**config.mk**
```make
export PLATFORM = sky130hd
export DESIGN_NAME = ssd_scan_scheduler
export DESIGN_NICKNAME = d
export VERILOG_FILES = /design/src/rtl/ssd_scan_scheduler.sv
export SDC_FILE = /design/constraint.sdc
export NUM_CORES = 1
export LEC_CHECK = 0
export ABC_AREA = 1
export CAP_MARGIN = 20
export CORE_MARGIN = 5
export CORE_UTILIZATION = 25
export CTS_CLUSTER_DIAMETER = 30
export DETAILED_ROUTE_END_ITERATION = 16
export SLEW_MARGIN = 20
export SYNTH_ARGS = -nofsm -noshare
export SYNTH_HDL_FRONTEND = slang
export SYNTH_SLANG_ARGS = --single-unit
```
**constraint.sdc**
```tcl
create_clock -name clk -period 1.7 [get_ports clk]
set_input_delay 0.17 -clock clk [delete_from_list [all_inputs] [get_ports clk]]
set_output_delay 0.17 -clock clk [all_outputs]
set_load 0.005 [all_outputs]
```
**src/rtl/ssd_scan_scheduler.sv**
```systemverilog
// Two-digit seven-segment scan scheduler: captures keypad presses into a
// two-entry shift register and multiplexes the Pmod digit select with blanking.
module ssd_scan_scheduler #(
    parameter int clk_freq     = 125_000_000,
    parameter int refresh_hz   = 100,
    parameter int blank_cycles = 1250
) (
    input  logic       clk,
    input  logic       rst,
    input  logic       mode,
    input  logic       toggle_pulse,
    input  logic       clear,
    input  logic       key_valid,
    input  logic [3:0] key_code,
    output logic [3:0] disp_val,
    output logic       disp_blank,
    output logic       chip_sel,
    output logic [3:0] left_digit,
    output logic [3:0] right_digit,
    output logic [1:0] digit_count,
    output logic       key_event
);

    localparam int DWELL   = clk_freq / (2 * refresh_hz);
    localparam int CNT_MAX = (DWELL > blank_cycles) ? DWELL : blank_cycles;
    localparam int CW      = (CNT_MAX > 1) ? $clog2(CNT_MAX) : 1;

    localparam logic [CW-1:0] DWELL_LAST = CW'(DWELL - 1);
    localparam logic [CW-1:0] BLANK_LAST = CW'(blank_cycles - 1);

    typedef enum logic [1:0] {
        SHOW_R  = 2'd0,
        BLANK_L = 2'd1,
        SHOW_L  = 2'd2,
        BLANK_R = 2'd3
    } scan_state_t;

    scan_state_t   state_reg, state_next;
    logic [CW-1:0] cnt_reg, cnt_next;
    logic          mode_reg;
    logic          toggle_reg, toggle_next;

    logic          kv_reg, kv_prev_reg, clear_reg;
    logic          press;

    logic [3:0]    left_reg, left_next;
    logic [3:0]    right_reg, right_next;
    logic [1:0]    count_reg, count_next;
    logic          key_event_reg, key_event_next;

    logic [3:0]    disp_val_reg, disp_val_next;
    logic          disp_blank_reg, disp_blank_next;
    logic          chip_sel_reg, chip_sel_next;
    logic [CW-1:0] cnt_last;

    // ------------------------------------------------------------------
    // Sequential state
    // ------------------------------------------------------------------
    always_ff @(posedge clk or posedge rst) begin
        if (rst) begin
            state_reg      <= SHOW_R;
            cnt_reg        <= '0;
            // Starts high so a scan already selected through reset begins in
            // SHOW_R rather than taking the static-to-scan blanking entry.
            mode_reg       <= 1'b1;
            toggle_reg     <= 1'b0;
            kv_reg         <= 1'b0;
            kv_prev_reg    <= 1'b0;
            clear_reg      <= 1'b0;
            left_reg       <= 4'd0;
            right_reg      <= 4'd0;
            count_reg      <= 2'd0;
            key_event_reg  <= 1'b0;
            disp_val_reg   <= 4'd0;
            disp_blank_reg <= 1'b1;
            chip_sel_reg   <= 1'b0;
        end else begin
            state_reg      <= state_next;
            cnt_reg        <= cnt_next;
            mode_reg       <= mode;
            toggle_reg     <= toggle_next;
            kv_reg         <= key_valid;
            kv_prev_reg    <= kv_reg;
            clear_reg      <= clear;
            left_reg       <= left_next;
            right_reg      <= right_next;
            count_reg      <= count_next;
            key_event_reg  <= key_event_next;
            disp_val_reg   <= disp_val_next;
            disp_blank_reg <= disp_blank_next;
            chip_sel_reg   <= chip_sel_next;
        end
    end

    // ------------------------------------------------------------------
    // Key capture: a rise sampled while clear was asserted is discarded,
    // so a key held across clear only counts after a genuine re-press.
    // ------------------------------------------------------------------
    always_comb begin
        press          = kv_reg & ~kv_prev_reg & ~clear_reg;
        left_next      = left_reg;
        right_next     = right_reg;
        count_next     = count_reg;
        key_event_next = 1'b0;
        if (clear) begin
            left_next  = 4'd0;
            right_next = 4'd0;
            count_next = 2'd0;
        end else if (press) begin
            left_next      = right_reg;
            right_next     = key_code;
            count_next     = (count_reg == 2'd2) ? 2'd2 : count_reg + 2'd1;
            key_event_next = 1'b1;
        end
    end

    // ------------------------------------------------------------------
    // Scan FSM next state
    // ------------------------------------------------------------------
    always_comb begin
        state_next  = state_reg;
        cnt_next    = cnt_reg;
        toggle_next = toggle_reg ^ (toggle_pulse & ~mode);
        cnt_last    = ((state_reg == SHOW_R) || (state_reg == SHOW_L)) ? DWELL_LAST : BLANK_LAST;
        if (!mode) begin
            state_next = SHOW_R;
            cnt_next   = '0;
        end else if (!mode_reg) begin
            state_next = BLANK_L;
            cnt_next   = '0;
        end else if (cnt_reg == cnt_last) begin
            cnt_next = '0;
            unique case (state_reg)
                SHOW_R:  state_next = BLANK_L;
                BLANK_L: state_next = SHOW_L;
                SHOW_L:  state_next = BLANK_R;
                BLANK_R: state_next = SHOW_R;
                default: state_next = SHOW_R;
            endcase
        end else begin
            cnt_next = cnt_reg + 1'b1;
        end
    end

    // ------------------------------------------------------------------
    // Display outputs decoded from next-state values so the registered
    // outputs line up with the state and digit registers they describe.
    // ------------------------------------------------------------------
    always_comb begin
        disp_val_next   = 4'd0;
        disp_blank_next = 1'b1;
        chip_sel_next   = 1'b0;
        if (!mode) begin
            chip_sel_next   = toggle_next;
            disp_val_next   = right_next;
            disp_blank_next = (count_next == 2'd0);
        end else begin
            unique case (state_next)
                SHOW_R: begin
                    chip_sel_next   = 1'b0;
                    disp_val_next   = right_next;
                    disp_blank_next = (count_next == 2'd0);
                end
                BLANK_L: begin
                    chip_sel_next   = 1'b1;
                    disp_blank_next = 1'b1;
                end
                SHOW_L: begin
                    chip_sel_next   = 1'b1;
                    disp_val_next   = left_next;
                    disp_blank_next = (count_next < 2'd2);
                end
                BLANK_R: begin
                    chip_sel_next   = 1'b0;
                    disp_blank_next = 1'b1;
                end
                default: begin
                    chip_sel_next   = 1'b0;
                    disp_blank_next = 1'b1;
                end
            endcase
        end
    end

    assign disp_val    = disp_val_reg;
    assign disp_blank  = disp_blank_reg;
    assign chip_sel    = chip_sel_reg;
    assign left_digit  = left_reg;
    assign right_digit = right_reg;
    assign digit_count = count_reg;
    assign key_event   = key_event_reg;

endmodule

```
# Word-level counts from Yosys, hierarchy flattened
# Index checks and enable logic that the tools add are counted.
dict set report totals {
  mem_bits_ro 0
  register_bits 44
  wordCells 62
  latchBits 0
  ram_bits 0
  n_memories 0
  inputBits 10
}
dict set report classes {
  multipliers 0
  muxes 23
  div_mod_pow 0
  add_sub_neg 2
  magnitude_cmp 1
  n_reduce_logical 7
  n_shift 0
  bitwise 7
  eq_ne 8
}
# operator count
set ops {}
lappend ops {{2-to-1 mux 20 bit} 4}
lappend ops {{adder 20 x 1 -> 20 bit (second input constant)} 1}
lappend ops {{equality test 20 bit} 1}
lappend ops {{2-to-1 mux 4 bit} 5}
lappend ops {{2-to-1 mux 2 bit} 6}
lappend ops {{equality test 2 bit (second input constant)} 5}
lappend ops {{one-hot mux 2 bit (4 select lines)} 1}
lappend ops {{one-hot mux 4 bit (2 select lines)} 1}
lappend ops {{logical NOT 2 bit} 3}
lappend ops {{OR reduction 2 bit} 3}
lappend ops {{equality test 2 x 1 -> 1 bit (second input constant)} 2}
lappend ops {{2-to-1 mux 1 bit} 4}
lappend ops {{AND 1 bit} 3}
lappend ops {{NOT 1 bit} 3}
lappend ops {{one-hot mux 1 bit (3 select lines)} 1}
lappend ops {{adder 2 x 1 -> 2 bit (second input constant)} 1}
lappend ops {{< comparator 2 bit (second input constant)} 1}
lappend ops {{one-hot mux 1 bit (2 select lines)} 1}
lappend ops {{logical OR 1 bit} 1}
lappend ops {{bitwise XOR 1 bit} 1}

# Logic depth before layout (Yosys ltp)
dict set report depth {
  word_depth 11
  mapped_depth 14
}

# Least setup slack after synthesis
# No wires, ideal clock.
dict set report synth_timing {
  path_kind {register to register}
  start {reg cnt_reg[3]}
  end {reg disp_val_reg[0] (netlist: disp_val[0])}
  n_path_buf 0
  slack_ns -0.177
  synth_period_minus_slack_ns 1.877
  stages_incl_launch_ff 13
  arrival_time_ns 1.746
  cell_sequence {dfrtp_1 inv_1 nand2_1 nor2_1 nand2_1 nor2_2 nand4_1 nand3_2 nand2_1 ha_1 nor2_1 o22ai_1 a21boi_1}
}
dict set report synth_between {
  elab_chain_len 7
  elab_cells_between_ends 8
  cone_classes {eq/ne (2); mux (5); reduce/logical (1)}
}
# element line
set synth_lines {}
lappend synth_lines {{start, declared} 39} ;# logic [CW-1:0] cnt_reg, cnt_next;
lappend synth_lines {{start signal, assigned} 79} ;# cnt_reg <= cnt_next;
lappend synth_lines {{equality test 20 bit *} 131} ;# end else if (cnt_reg == cnt_last) begin
lappend synth_lines {{2-to-1 mux 2 bit *} 131}
lappend synth_lines {{2-to-1 mux 2 bit *} 128} ;# end else if (!mode_reg) begin
lappend synth_lines {{2-to-1 mux 2 bit *} 125} ;# if (!mode) begin
lappend synth_lines {{equality test 2 bit or logical NOT 2 bit (tied branches)} 158} ;# unique case (state_next)
lappend synth_lines {{one-hot mux 4 bit (2 select lines) *} 158}
lappend synth_lines {{2-to-1 mux 4 bit *} 153} ;# if (!mode) begin
lappend synth_lines {{net disp_val_next[0]} 51} ;# logic [3:0] disp_val_reg, disp_val_next;
lappend synth_lines {{end signal, assigned} 89} ;# disp_val_reg <= disp_val_next;
lappend synth_lines {{end, declared} 51}
# Mark *: on every way through the listed nets, which the timed path passes. The rest lies on a longest branch.

# Final worst setup path
dict set report layout_timing {
  start {reg cnt_reg[9]}
  end {reg disp_val_reg[1] (netlist: disp_val[1])}
}
dict set report layout_between {
  elab_chain_len 7
  elab_cells_between_ends 8
  cone_classes {eq/ne (2); mux (5); reduce/logical (1)}
}
# element line
set layout_lines {}
lappend layout_lines {{equality test 20 bit *} 131}
lappend layout_lines {{2-to-1 mux 2 bit *} 131}
lappend layout_lines {{2-to-1 mux 2 bit *} 128}
lappend layout_lines {{2-to-1 mux 2 bit *} 125}
lappend layout_lines {{net state_next[1]} 38} ;# scan_state_t state_reg, state_next;
lappend layout_lines {{equality test 2 bit or logical NOT 2 bit (tied branches)} 158}
lappend layout_lines {{one-hot mux 4 bit (2 select lines) *} 158}
lappend layout_lines {{2-to-1 mux 4 bit *} 153}
lappend layout_lines {{net disp_val_next[1]} 51}
# Marked as above.

==> metrics.yaml <==
r2r_cells: 13
fin_crit_sh_pct: 112.1
cts-buffers-inserted: 5
clock_path_buffers: 2
arrival_ns: 2.10
grtUsageTotal_pct: 10.20
rsz0062_at_grt: "yes"
drc: 0
dp.cells: 467
cp-end-kind: "flop"
nets: 388
hold_path_class: "in -> async"
netlist_top_cells_area: "dfrtp_1, nand2_1, inv_1, nor2_1, ha_1"
critPathKind: "reg -> reg"
setup_slack_ns: -0.2055
post-route-util_pct: 35.93
yosysSeqAreaShare_pct: 47.22
gr-total-overflow: 0
die_area_um2: 11380
worst_hold_slack_ns: 0.2345
ys_warn_count: 0
yosys.area.top_type: "dfrtp_1"
vias: 2040
place_congestion: 0.8294
cp_max_fo: 4
fin_cells: 483
die_w_um: 106.7
cp.required_ns: 1.89
synth_nets: 307
yosysTopAreaCellShare_pct: 44.97
worstMarginPinSlew_ns: 0.3097
fin_crit_ns: 1.906
rows: 35
wl_per_cell_um: 11.06
clk_pin_slew_ns: 0.09
p_leak_uw: 0.001642
slew_viol_final: 0
clock_sinks: 44
grt_pass1_wl_um: 9397
firstDrtPassIters: 4
ff2ff_setup_slack_ns: -0.21
r2r_end: "disp_val[1]$_DFF_PP0_"
fp.dieH_um: 106.7
ant_nets: 0
nFillCells: 932
cp-start-kind: "flop"
final_layout_size_suffix_gt1_share_pct: 28.49
max_freq_ghz: 0.5248
core_area_um2: 9196
tritoncts: "built"
drt_iter0_drc: 62
syn-cell-area_um2: 2337
ir_worst_vdd_v: 0.0003815
viasPerCell: 4.224
power_density_nw_per_um2: 627.9
syn_inst: 290
antenna_found_initial: 0
cts-htree-levels: 2
finalHoldViolations: 0
largest_reg_flops: 20
endpoint: "disp_val[1]$_DFF_PP0_"
clk_latency_ns: 0.30
regToRegStartpoint: "cnt_reg[9]$_DFF_PP0_"
setup_viol: 6
total_power_uw: 2075
n_antenna_cell: 0
portBuffers: 26
clock_skew_ns: 0.006808
relSlewSlack_pct: 79.35
clockRootBuffer: "clkbuf_8"
grt_max_degree: 25
finalWirelength_um: 5344
syn_to_final_growth_pct: 41.38
crit_path_start: "cnt_reg[9]$_DFF_PP0_"
io_pins: 27
synth-seq-cells: 44
initial_core_util_pct: 25.41
grt_pass1_vias: 2057
cap_violations: 0
cts_hold_buf: 0
yosysUniqueCellTypes: 34
violations: "negative setup slack"
status: "complete, but fails checks"
avgSynthCellArea_um2: 8.059
hpwl_um: 4132
Yosys cell counts:
master	n
a211oi_2	1
nor2_2	6
nor3b_2	1
nor3_1	10
nor2_1	34
o21ai_1	1
dfrtp_1	42
o21a_1	1
ha_1	7
nand3_2	5
buf_2	1
nand2_1	66
dfstp_2	2
clkinv_1	1
nand4_1	5
nand3_1	13
clkbuf_1	1
xnor2_1	2
buf_6	1
o22ai_1	4
nand2_2	5
xor2_1	7
nor3_2	1
or2_2	3
inv_2	1
o21ai_0	2
buf_4	1
inv_1	55
or2_0	1
a21boi_1	4
a21oi_1	2
nand2_4	1
nor2_4	1
nor3b_1	2
power breakdown:
part           switching [uW]  internal, uW  leakage [uW]
sequential               19.9          1090      0.000589
combinational             131           133       0.00101
clock                     366           331     0.0000445
through the flow:
stage	area, um2	setup TNS (ns)	setup WS, ns
3_5_place_dp	3077	-1.260	-0.2533
4_1_cts	3242	-1.059	-0.2167
6_report	3304	-0.9675	-0.2055
2_1_floorplan	2362	-0.3322	-0.08304
3_3_place_gp	3077	-1.062	-0.2125
5_1_grt	3304	-1.913	-0.3600
cell families (layout without fill, tap and decap cells):
logic type | Yosys count | after routing | share of synthesized area (%)
simple gates | 154 | 154 | 31.05
buf+inv | 61 | 143 | 10.33
flops | 44 | 44 | 47.22
compound gates | 15 | 15 | 4.282
xor+xnor | 9 | 9 | 3.373
fa+ha+maj | 7 | 7 | 3.747
how the worst min path moves through the flow:
stage          slack [ns]  cells past startpoint               endpoint        startpoint
4_1_cts              0.24                      3  cnt_reg[16]$_DFF_PP0_               rst
2_1_floorplan        0.17                      0     mode_reg$_DFF_PP1_              mode
3_5_place_dp         0.36                      0  kv_prev_reg$_DFF_PP0_  kv_reg$_DFF_PP0_
5_1_grt              0.25                      3  cnt_reg[11]$_DFF_PP0_               rst
3_3_place_gp         0.36                      0  kv_prev_reg$_DFF_PP0_  kv_reg$_DFF_PP0_
6_report             0.23                      3  cnt_reg[16]$_DFF_PP0_               rst
worst max-delay path: stages, from the launching register on:
cell,delay (ns)
dfrtp_1,0.39
inv_1,0.07
nand2_1,0.05
nor2_1,0.09
nand2_1,0.09
nor2_4,0.15
nand3_4,0.09
or2_1,0.24
nand3_2,0.12
inv_2,0.07
ha_4,0.17
nand2_4,0.06
o22ai_1,0.06
a21boi_2,0.15
layout make-up:
| type | count | area (um2) | share of cell area, % |
|---|---|---|---|
| clock buffers | 7 | 86.33 | 2.613 |
| clock inverters | 1 | 7.507 | 0.2272 |
| inverters | 57 | 214.0 | 6.475 |
| multi-input cells | 185 | 1091 | 33.02 |
| flip-flops and latches | 44 | 1104 | 33.40 |
| well taps | 111 | 138.9 | 4.203 |
| repair buffers | 78 | 663.1 | 20.07 |
placed cells by master, fill, tap and decap left out, types with 4 or more instances in the layout:
cell type and n:
buf_4 51, clkbuf_8 6, clkdlybuf4s50_1 26, dfrtp_1 42
ha_1 4, inv_1 50, inv_2 6, nand2_1 62
nand2_2 7, nand3_1 13, nand3_2 4, nand4_1 5
nor2_1 31, nor2_2 6, nor2_4 4, nor3_1 9
o22ai_1 4, xor2_1 7
layer usage:
layer	track usage (%)	up-vias	share of wire, %
met5	0	-	0
met4	3.014	0	0.94
met3	3.853	8	6.6
met2	16.86	38	47
met1	12.37	945	45
li1	-	1049	-
timing repair:
item                       in CTS  in global routing
pin swaps                       7                  7
buffers inserted                4                  4
setup endpoints to repair       6                 11
resized for setup              11                  8
(Power assumes the default switching activity.)
